`src/rtl/l1d_tag_update_sequencer_pkg.sv`:
```
// Shared L1D tag-pipeline definitions: geometry, index/tag types and the tag op encoding.
package l1d_tag_update_sequencer_pkg;

    localparam int unsigned L1D_NUM_WAYS    = 4;
    localparam int unsigned L1D_NUM_SETS    = 64;
    localparam int unsigned L1D_OFFSET_BITS = 6;
    localparam int unsigned L1D_SET_BITS    = $clog2(L1D_NUM_SETS);
    localparam int unsigned L1D_WAY_BITS    = $clog2(L1D_NUM_WAYS);
    localparam int unsigned L1D_TAG_BITS    = 32 - L1D_SET_BITS - L1D_OFFSET_BITS;

    typedef logic [L1D_TAG_BITS-1:0] l1d_tag_t;
    typedef logic [L1D_SET_BITS-1:0] l1d_set_idx_t;
    typedef logic [L1D_WAY_BITS-1:0] l1d_way_idx_t;

    typedef enum logic {
        TagOpFill  = 1'b0,
        TagOpInval = 1'b1
    } l1d_tag_op_e;

endpackage

```
`src/rtl/l1d_tag_update_sequencer_if.sv`:
```
// Request/completion bus between a tag-op requester (master) and the sequencer (slave).
interface l1d_tag_update_sequencer_if #(
    parameter int unsigned NUM_WAYS = l1d_tag_update_sequencer_pkg::L1D_NUM_WAYS
);
    import l1d_tag_update_sequencer_pkg::*;

    localparam int unsigned WAY_BITS = $clog2(NUM_WAYS);

    logic                req_valid;
    logic                req_ready;
    l1d_tag_op_e         req_op;
    logic [31:0]         req_paddr;
    logic                done_valid;
    logic                done_hit;
    logic [WAY_BITS-1:0] done_way;

    modport master (
        output req_valid, req_op, req_paddr,
        input  req_ready, done_valid, done_hit, done_way
    );

    modport slave (
        input  req_valid, req_op, req_paddr,
        output req_ready, done_valid, done_hit, done_way
    );

endinterface

```
`src/rtl/l1d_tag_update_sequencer_oh_to_idx.sv`:
```
// One-hot to binary index; with several bits set the lowest set index wins.
module l1d_tag_update_sequencer_oh_to_idx #(
    parameter  int unsigned WIDTH    = 4,
    localparam int unsigned IDX_BITS = (WIDTH > 1) ? $clog2(WIDTH) : 1
) (
    input  logic [WIDTH-1:0]    oh_i,
    output logic [IDX_BITS-1:0] idx_o,
    output logic                any_o
);

    always_comb begin
        idx_o = '0;
        // Scan downward so the lowest set bit is the last assignment.
        for (int i = WIDTH - 1; i >= 0; i--) begin
            if (oh_i[i]) begin
                idx_o = IDX_BITS'(i);
            end
        end
    end

    assign any_o = |oh_i;

endmodule

```
`src/rtl/l1d_tag_update_sequencer.sv`:
```
// Four-state sequencer: snoop tags, resolve hit/victim, write one tag way, pulse done.
module l1d_tag_update_sequencer
    import l1d_tag_update_sequencer_pkg::*;
#(
    parameter  int unsigned NUM_WAYS = L1D_NUM_WAYS,
    parameter  int unsigned NUM_SETS = L1D_NUM_SETS,
    localparam int unsigned SET_BITS = $clog2(NUM_SETS),
    localparam int unsigned WAY_BITS = $clog2(NUM_WAYS),
    localparam int unsigned TAG_BITS = 32 - SET_BITS - L1D_OFFSET_BITS
) (
    input  logic                         clk,
    input  logic                         reset,
    l1d_tag_update_sequencer_if.slave    req_if,
    output logic                         snoop_en,
    output logic [SET_BITS-1:0]          snoop_set,
    output logic                         lru_fill_en,
    output logic [SET_BITS-1:0]          lru_fill_set,
    input  logic [NUM_WAYS-1:0]          snoop_valid,
    input  logic [NUM_WAYS*TAG_BITS-1:0] snoop_tag,
    input  logic [WAY_BITS-1:0]          fill_lru,
    output logic [NUM_WAYS-1:0]          dtag_update_en_oh,
    output logic [SET_BITS-1:0]          dtag_update_set,
    output logic [TAG_BITS-1:0]          dtag_update_tag,
    output logic                         dtag_update_valid
);

    localparam logic [1:0] StIdle   = 2'd0;
    localparam logic [1:0] StSnoop  = 2'd1;
    localparam logic [1:0] StCheck  = 2'd2;
    localparam logic [1:0] StUpdate = 2'd3;

    logic [1:0]          state_q, state_d;
    l1d_tag_op_e         op_q, op_d;
    logic [SET_BITS-1:0] set_q, set_d;
    logic [TAG_BITS-1:0] tag_q, tag_d;
    logic                hit_any_q, hit_any_d;
    logic [WAY_BITS-1:0] hit_way_q, hit_way_d;
    logic [WAY_BITS-1:0] lru_q, lru_d;

    logic [NUM_WAYS-1:0] hit;
    logic [WAY_BITS-1:0] hit_idx;
    logic                hit_any;
    logic                accept;
    logic                is_fill;
    logic                do_write;
    logic [WAY_BITS-1:0] upd_way;

    always_comb begin
        for (int w = 0; w < NUM_WAYS; w++) begin
            hit[w] = snoop_valid[w] && (snoop_tag[w*TAG_BITS +: TAG_BITS] == tag_q);
        end
    end

    l1d_tag_update_sequencer_oh_to_idx #(
        .WIDTH (NUM_WAYS)
    ) u_oh_to_idx (
        .oh_i  (hit),
        .idx_o (hit_idx),
        .any_o (hit_any)
    );

    assign accept = req_if.req_valid && (state_q == StIdle);

    always_comb begin
        state_d   = state_q;
        op_d      = op_q;
        set_d     = set_q;
        tag_d     = tag_q;
        hit_any_d = hit_any_q;
        hit_way_d = hit_way_q;
        lru_d     = lru_q;
        unique case (state_q)
            StIdle: begin
                if (accept) begin
                    state_d = StSnoop;
                    op_d    = req_if.req_op;
                    set_d   = req_if.req_paddr[L1D_OFFSET_BITS +: SET_BITS];
                    tag_d   = req_if.req_paddr[31 -: TAG_BITS];
                end
            end
            StSnoop: state_d = StCheck;
            StCheck: begin
                // Tag stage answers one cycle after the snoop, so capture here.
                state_d   = StUpdate;
                hit_any_d = hit_any;
                hit_way_d = hit_idx;
                lru_d     = fill_lru;
            end
            StUpdate: state_d = StIdle;
            default:  state_d = StIdle;
        endcase
    end

    always_ff @(posedge clk or posedge reset) begin
        if (reset) begin
            state_q   <= StIdle;
            op_q      <= TagOpFill;
            set_q     <= '0;
            tag_q     <= '0;
            hit_any_q <= 1'b0;
            hit_way_q <= '0;
            lru_q     <= '0;
        end else begin
            state_q   <= state_d;
            op_q      <= op_d;
            set_q     <= set_d;
            tag_q     <= tag_d;
            hit_any_q <= hit_any_d;
            hit_way_q <= hit_way_d;
            lru_q     <= lru_d;
        end
    end

    assign is_fill  = (op_q == TagOpFill);
    // A fill that already hits refreshes the hit way rather than evicting the victim.
    assign upd_way  = (is_fill && !hit_any_q) ? lru_q : hit_way_q;
    assign do_write = is_fill || hit_any_q;

    always_comb begin
        req_if.req_ready   = (state_q == StIdle);
        req_if.done_valid  = 1'b0;
        req_if.done_hit    = 1'b0;
        req_if.done_way    = '0;
        snoop_en           = 1'b0;
        snoop_set          = '0;
        lru_fill_en        = 1'b0;
        lru_fill_set       = '0;
        dtag_update_en_oh  = '0;
        dtag_update_set    = '0;
        dtag_update_tag    = '0;
        dtag_update_valid  = 1'b0;
        if (state_q == StSnoop) begin
            snoop_en     = 1'b1;
            snoop_set    = set_q;
            lru_fill_en  = is_fill;
            lru_fill_set = is_fill ? set_q : '0;
        end
        if (state_q == StUpdate) begin
            req_if.done_valid = 1'b1;
            req_if.done_hit   = hit_any_q;
            req_if.done_way   = do_write ? upd_way : '0;
            dtag_update_set   = set_q;
            dtag_update_tag   = tag_q;
            dtag_update_valid = is_fill;
            if (do_write) begin
                dtag_update_en_oh = NUM_WAYS'(1) << upd_way;
            end
        end
    end

    a_single_hit : assert property (@(posedge clk) disable iff (reset)
        (state_q == StCheck) |-> $onehot0(hit));

    a_en_onehot0 : assert property (@(posedge clk) disable iff (reset)
        $onehot0(dtag_update_en_oh));

endmodule

```
`src/flat_wrapper.sv`:
```
// flat-port wrapper written by rule: the top's interface ports become plain ports
module l1d_tag_update_sequencer_flat import l1d_tag_update_sequencer_pkg::*;
#(
    parameter  int unsigned NUM_WAYS = L1D_NUM_WAYS,
    parameter  int unsigned NUM_SETS = L1D_NUM_SETS,
    localparam int unsigned SET_BITS = $clog2(NUM_SETS),
    localparam int unsigned WAY_BITS = $clog2(NUM_WAYS),
    localparam int unsigned TAG_BITS = 32 - SET_BITS - L1D_OFFSET_BITS
)
  (clk, reset, snoop_en, snoop_set, lru_fill_en, lru_fill_set, snoop_valid, snoop_tag, fill_lru, dtag_update_en_oh, dtag_update_set, dtag_update_tag, dtag_update_valid, req_if_req_valid, req_if_req_op, req_if_req_paddr, req_if_req_ready, req_if_done_valid, req_if_done_hit, req_if_done_way);
  l1d_tag_update_sequencer_if #(.NUM_WAYS(NUM_WAYS)) req_if_i ();
  input  logic clk;
  input  logic reset;
  output logic snoop_en;
  output logic [SET_BITS-1:0] snoop_set;
  output logic lru_fill_en;
  output logic [SET_BITS-1:0] lru_fill_set;
  input  logic [NUM_WAYS-1:0] snoop_valid;
  input  logic [NUM_WAYS*TAG_BITS-1:0] snoop_tag;
  input  logic [WAY_BITS-1:0] fill_lru;
  output logic [NUM_WAYS-1:0] dtag_update_en_oh;
  output logic [SET_BITS-1:0] dtag_update_set;
  output logic [TAG_BITS-1:0] dtag_update_tag;
  output logic dtag_update_valid;
  input wire logic [$bits(req_if_i.req_valid)-1:0] req_if_req_valid;
  input wire logic [$bits(req_if_i.req_op)-1:0] req_if_req_op;
  input wire logic [$bits(req_if_i.req_paddr)-1:0] req_if_req_paddr;
  output wire logic [$bits(req_if_i.req_ready)-1:0] req_if_req_ready;
  output wire logic [$bits(req_if_i.done_valid)-1:0] req_if_done_valid;
  output wire logic [$bits(req_if_i.done_hit)-1:0] req_if_done_hit;
  output wire logic [$bits(req_if_i.done_way)-1:0] req_if_done_way;
  assign req_if_i.req_valid = req_if_req_valid;
  assign req_if_i.req_op = req_if_req_op;
  assign req_if_i.req_paddr = req_if_req_paddr;
  assign req_if_req_ready = req_if_i.req_ready;
  assign req_if_done_valid = req_if_i.done_valid;
  assign req_if_done_hit = req_if_i.done_hit;
  assign req_if_done_way = req_if_i.done_way;
  l1d_tag_update_sequencer #(.NUM_WAYS(NUM_WAYS), .NUM_SETS(NUM_SETS)) u_core (.clk(clk), .reset(reset), .req_if(req_if_i), .snoop_en(snoop_en), .snoop_set(snoop_set), .lru_fill_en(lru_fill_en), .lru_fill_set(lru_fill_set), .snoop_valid(snoop_valid), .snoop_tag(snoop_tag), .fill_lru(fill_lru), .dtag_update_en_oh(dtag_update_en_oh), .dtag_update_set(dtag_update_set), .dtag_update_tag(dtag_update_tag), .dtag_update_valid(dtag_update_valid));
endmodule
```
`config.mk`:
```
export PLATFORM = sky130hd
export DESIGN_NAME = l1d_tag_update_sequencer_flat
export DESIGN_NICKNAME = d
export VERILOG_FILES = /design/src/rtl/l1d_tag_update_sequencer_pkg.sv /design/src/rtl/l1d_tag_update_sequencer_if.sv /design/src/rtl/l1d_tag_update_sequencer_oh_to_idx.sv /design/src/rtl/l1d_tag_update_sequencer.sv /design/src/flat_wrapper.sv
export SDC_FILE = /design/constraint.sdc
export NUM_CORES = 1
export LEC_CHECK = 0
export ABC_AREA = 1
export CORE_MARGIN = 2
export CORE_UTILIZATION = 45
export CTS_BUF_LIST = sky130_fd_sc_hd__clkbuf_16
export CTS_CLUSTER_DIAMETER = 120
export CTS_CLUSTER_SIZE = 16
export DETAILED_ROUTE_END_ITERATION = 8
export GPL_TIMING_DRIVEN = 0
export HOLD_SLACK_MARGIN = 0.05
export PLACE_DENSITY = 0.88
export SYNTH_ARGS = -nofsm -noshare
export SYNTH_HDL_FRONTEND = slang
export SYNTH_SLANG_ARGS = --single-unit
```
`constraint.sdc`:
```
create_clock -name clk -period 2.3 [get_ports clk]
set_clock_uncertainty 0.15 [all_clocks]
set_input_delay 0.46 -clock clk [delete_from_list [all_inputs] [get_ports clk]]
set_output_delay 0.46 -clock clk [all_outputs]
set_load 0.05 [all_outputs]
```
Yosys cells after proc, flatten, opt, wreduce, memory -nomap -nowiden
Index checks and enable logic that the tools add are counted.
{"block": "op_classes", "eq_ne": 8, "shifts": 1, "mux": 21, "bitwise": 1, "n_reduce_logical": 11}
{"operator": "$eq A20 B20 Y1", "count": 4}
{"operator": "$mux W6", "count": 4}
{"operator": "$mux W20", "count": 1}
{"operator": "$mux W2", "count": 8}
{"operator": "$mux W4", "count": 2}
{"operator": "$pmux W2 S4", "count": 1}
{"operator": "$logic_and A1 B1 Y1", "count": 6}
{"operator": "$mux W1", "count": 5}
{"operator": "$eq A2 B2 Y1 const B", "count": 2}
{"operator": "$reduce_or A4 Y1", "count": 1}
{"operator": "$shl A1 B2 Y4 const A", "count": 1}
{"operator": "$eq A2 B1 Y1 const B", "count": 1}
{"operator": "$logic_not A2 Y1", "count": 1}
{"operator": "$ne A2 B1 Y1 const B", "count": 1}
{"operator": "$reduce_and A2 Y1", "count": 1}
{"operator": "$logic_not A1 Y1", "count": 1}
{"operator": "$logic_or A1 B1 Y1", "count": 1}
{"operator": "$not A1 Y1", "count": 1}
{"block": "totals", "reg_bits": 34, "in_bits": 122}

Logic depth before layout (Yosys ltp)
{"block": "logic_depth", "ltp_word": 6, "mapped_depth": 13}

Modules after synthesis
A second synthesis with hierarchy kept.
{"block": "unflattened", "cells_unflattened": 560, "hier_area_um2": 3109.2}
{"mod": "l1d_tag_update_sequencer", "n_inst": 1, "cells_each": 551, "area_each_um2": 3062.9, "seq_area_each_um2": 850.8}
{"mod": "l1d_tag_update_sequencer_oh_to_idx", "n_inst": 1, "cells_each": 9, "area_each_um2": 46.3, "seq_area_each_um2": 0.0}

Worst setup path after synthesis
No wires, ideal clock.
{"block": "synth_timing", "path_type": "register -> output", "start": "register u_core.state_q[0]", "end": "output port dtag_update_en_oh[1]", "arrival_ns": 3.507, "required_ns": 1.690, "slack_ns": -1.817, "path_stages_with_launch": 9, "path_cell_list": "dfrtp_1 > ha_1 > buf_2 > inv_1 > nor2_1 > nor2_1 > nor2_1 > inv_1 > nor2_1"}
{"block": "synth_between", "elab_chain_len": 2}
{"item": "start, declared", "line": "l1d_tag_update_sequencer.sv:32", "source": "logic [1:0] state_q, state_d;"}
{"item": "start signal, assigned", "line": "l1d_tag_update_sequencer.sv:96", "source": "state_q <= StIdle;"}
{"item": "start signal, assigned", "line": "l1d_tag_update_sequencer.sv:104", "source": "state_q <= state_d;"}
{"item": "$eq A2 B2 Y1", "line": "l1d_tag_update_sequencer.sv:138", "source": "if (state_q == StUpdate) begin"}
{"item": "$mux W4", "line": "l1d_tag_update_sequencer.sv:138"}
{"item": "end, declared", "line": "flat_wrapper.sv:21", "source": "output logic [NUM_WAYS-1:0] dtag_update_en_oh;"}
Every way passes these cells.

Worst setup path after layout
{"block": "layout_timing", "start": "register u_core.state_q[1]", "end": "output port dtag_update_en_oh[2]"}
Same word-level chain as after synthesis.

==> impl_metrics.ini <==
[logic_synthesis]
ys_ff_latch = 34
synth-xor-area-share_pct = 2.712
netlist_top_cells_area = nand2_1 (32%), dfrtp_1 (24%), inv_1 (13%)
synth_edf_count = 0
yosysSeqAreaShare_pct = 23.95
synthDistinctLibCells = 23
synthMuxAreaShare_pct = 0.9510
synth_common_cells = nand2_1 (300), inv_1 (123), nor2_1 (116), dfrtp_1 (34), a21oi_1 (26)
netlist_area_mm2 = 0.003552
ys.flop_type = dfrtp_1
yosysTopAreaCell = nand2_1
async_reset_ff_share_pct = 100.0
syn_nets = 816
syn_area_per_cell_um2 = 5.148
ys_warn_count = 0
synth-simple-area-share_pct = 49.56
synth_top_family_by_area = simple AND/OR/NAND/NOR gates
synth-adder-area-share_pct = 1.409
synth_top_area_share_pct = 31.70
synth_compound_area_share_pct = 5.143
syn_inst = 690
yosysMostFrequentCell = nand2_1

[global_routing]
antenna_found_initial = 0
grtUsageTotal_pct = 35.04
grt_pass1_wl_um = 23290
grt_max_degree = 35
grt_remaining_overflow = 0
grt_pass1_vias = 4684

[floorplanning]
io-pin-count = 172
rows = 32
dieArea_mm2 = 0.008620
fp.dieH_um = 92.85
core_area_mm2 = 0.007687
start_util_pct = 46.21
die_x_um = 92.85

[clocking]
cts-htree-levels = 2
tritoncts = built
cts_buffer_depth = 2
ctsHoldBuffers = 0
clockRootBuffer = clkbuf_16
cts_buffers = 5
cts_sinks = 34
clk_pin_slew_ns = 0.06
insertion_delay_ns = 0.29

[pwr]
powerDensity_mw_per_mm2 = 1203
finalPower_w = 0.006661
p_leak_nw = 3.250
vdd_drop_max_v = 0.0008095

[place]
place.gp.congestion = 0.9981
numPortBuffers = 165
place_ws_ns = -0.8013
hpwl_um = 12250

[timing]
fmax_ghz = 0.4291
timing.final.ws_setup_ns = -0.03063
fin_setup_tns_ns = -0.09587
hold_viol_final = 0
final-setup-viol-count = 4
hold_ws_ns = 0.3783
drv_slew = 0
min_period_over_period_pct = 101.3
finalCriticalPeriod_ns = 2.331
slew_headroom_pct = 46.03
tightest_slew_ns = 0.8096
rsz0062_at_grt = true

[worst_setup_path]
crit_family = buffers and inverters
cp_max_fo = 10
cp.arrival_ns = 1.72
cp_slowest_cell = dfrtp_1
crit_path_end_kind = output pin
path_class = reg -> out
slowest_delay_ns = 0.43
startpoint_type = flop
path_buf_inv = 3
required_ns = 1.69
crit_chain = ha_4 -> buf_8 -> nand2_4 -> clkinvlp_4 -> o21ai_2 -> nor2_4 -> buf_4

[detailed_routing]
antenna_left = 0
viasPerCell = 5.018
wirelength_um = 15110
vias = 4852
drt_iter0_markers = 414
wl_met1_um = 6329
drc = 0
top_layer_used = met4
wl_per_cell_um = 15.62
dr.pass1.iters = 7
route.met3.wl_um = 1236
dr_wl_met2_um = 7078

[layout]
final_util_pct = 72.05
layout-area-overhead-vs-synth_pct = 55.94
drive_gt1_share_pct = 12.60
nets = 990
num_antenna_cells = 0

[status]
violations = setup timing
outcome = finished with violations

[worst_hold_path]
hold_path.class = reg -> reg

[job]
maxCapViolations = 0
worst min-delay path: stages, from the launching register on:
cell     delay, ns
dfrtp_1       0.37
nand2_1       0.07
nand2_1       0.06
repair_timing:
| item | 4_1_cts | 5_1_grt |
|---|---|---|
| setup buffers | 1 | 1 |
| setup endpoints to repair | 49 | 39 |
| resized for setup | 220 | 25 |
| pin swaps | 0 | 1 |
cell type report:
class | instances | area, µm²
flip-flops and latches | 34 | 853.3
clock buffers | 5 | 125.1
clock inverters | 3 | 16.27
fillers | 654 | 2148
inverters | 138 | 524.3
multi-input cells | 506 | 2257
plain buffers | 12 | 72.57
well taps | 102 | 127.6
repair buffers | 167 | 1563
flip-flops by register name (all words and copies together), names as in the netlist:
name / count
u_core.tag_q: 20
u_core.set_q: 6
u_core.hit_way_q: 2
u_core.lru_q: 2
u_core.state_q: 2
u_core.hit_any_q: 1
u_core.op_q: 1
metrics by stage:
step,instance area [µm²],std cells
after detailed placement,5446,957
after floorplan,3667,690
after global routing,5539,967
after CTS,5484,966
final,5539,967
after global placement,5446,957
placed cells by master (no fill, tap or decap), drive strengths merged:
| master | count |
|---|---|
| clkinv | 2 |
| dfrtp | 34 |
| nand4 | 4 |
| nand3 | 23 |
| dlygate4sd2 | 2 |
| nand2 | 300 |
| clkinvlp | 2 |
| or2 | 4 |
| nor3 | 1 |
| dlymetal6s2s | 1 |
| ha | 4 |
| and2 | 1 |
| clkdlybuf4s15 | 13 |
| a22oi | 1 |
| mux2 | 3 |
| buf | 33 |
| o21ai | 9 |
| inv | 137 |
| nand3b | 3 |
| a21oi | 26 |
| nor2 | 116 |
| clkbuf | 20 |
| clkdlybuf4s50 | 115 |
| xnor2 | 11 |
kinds of logic (layout without fill, tap and decap cells):
| group | count (synthesis) | count (layout) |
|---|---|---|
| xor+xnor | 11 | 11 |
| buf+inv | 150 | 325 |
| flops | 34 | 34 |
| compound gates | 36 | 36 |
| fa+ha+maj | 4 | 4 |
| simple gates | 452 | 452 |
| mux | 3 | 3 |
layer usage:
| layer | global-route usage (%) | up-vias |
|---|---|---|
| met3 | 5.289 | 42 |
| met4 | 11.40 | 0 |
| met2 | 58.76 | 273 |
| met5 | 0 | - |
| li1 | - | 2366 |
| met1 | 46.18 | 2171 |
final timing paths:
check	startpoint	end	slack [ns]	cells past startpoint
worst min-delay path	u_core.hit_way_q[1]$_DFFE_PP0P_	u_core.hit_way_q[1]$_DFFE_PP0P_	0.38	2
max in group asynchronous	reset	u_core.op_q$_DFFE_PP0P_	0.92	2
worst max register to register	u_core.tag_q[16]$_DFFE_PP0P_	u_core.hit_way_q[1]$_DFFE_PP0P_	0.36	12
worst max-delay path	u_core.state_q[1]$_DFFE_PP0P_	dtag_update_en_oh[2]	-0.03	7
worst min register to register	u_core.hit_way_q[1]$_DFFE_PP0P_	u_core.hit_way_q[1]$_DFFE_PP0P_	0.38	2
min in group asynchronous	reset	u_core.set_q[0]$_DFFE_PP0P_	0.49	2
power by group:
part	internal (W)	total (W)	leakage, nW	switching (W)
combinational	0.00145	0.00470	2.80	0.00325
clock	0.000396	0.000678	0.0672	0.000282
sequential	0.000866	0.00128	0.378	0.000416
(Power assumes the default switching activity.)
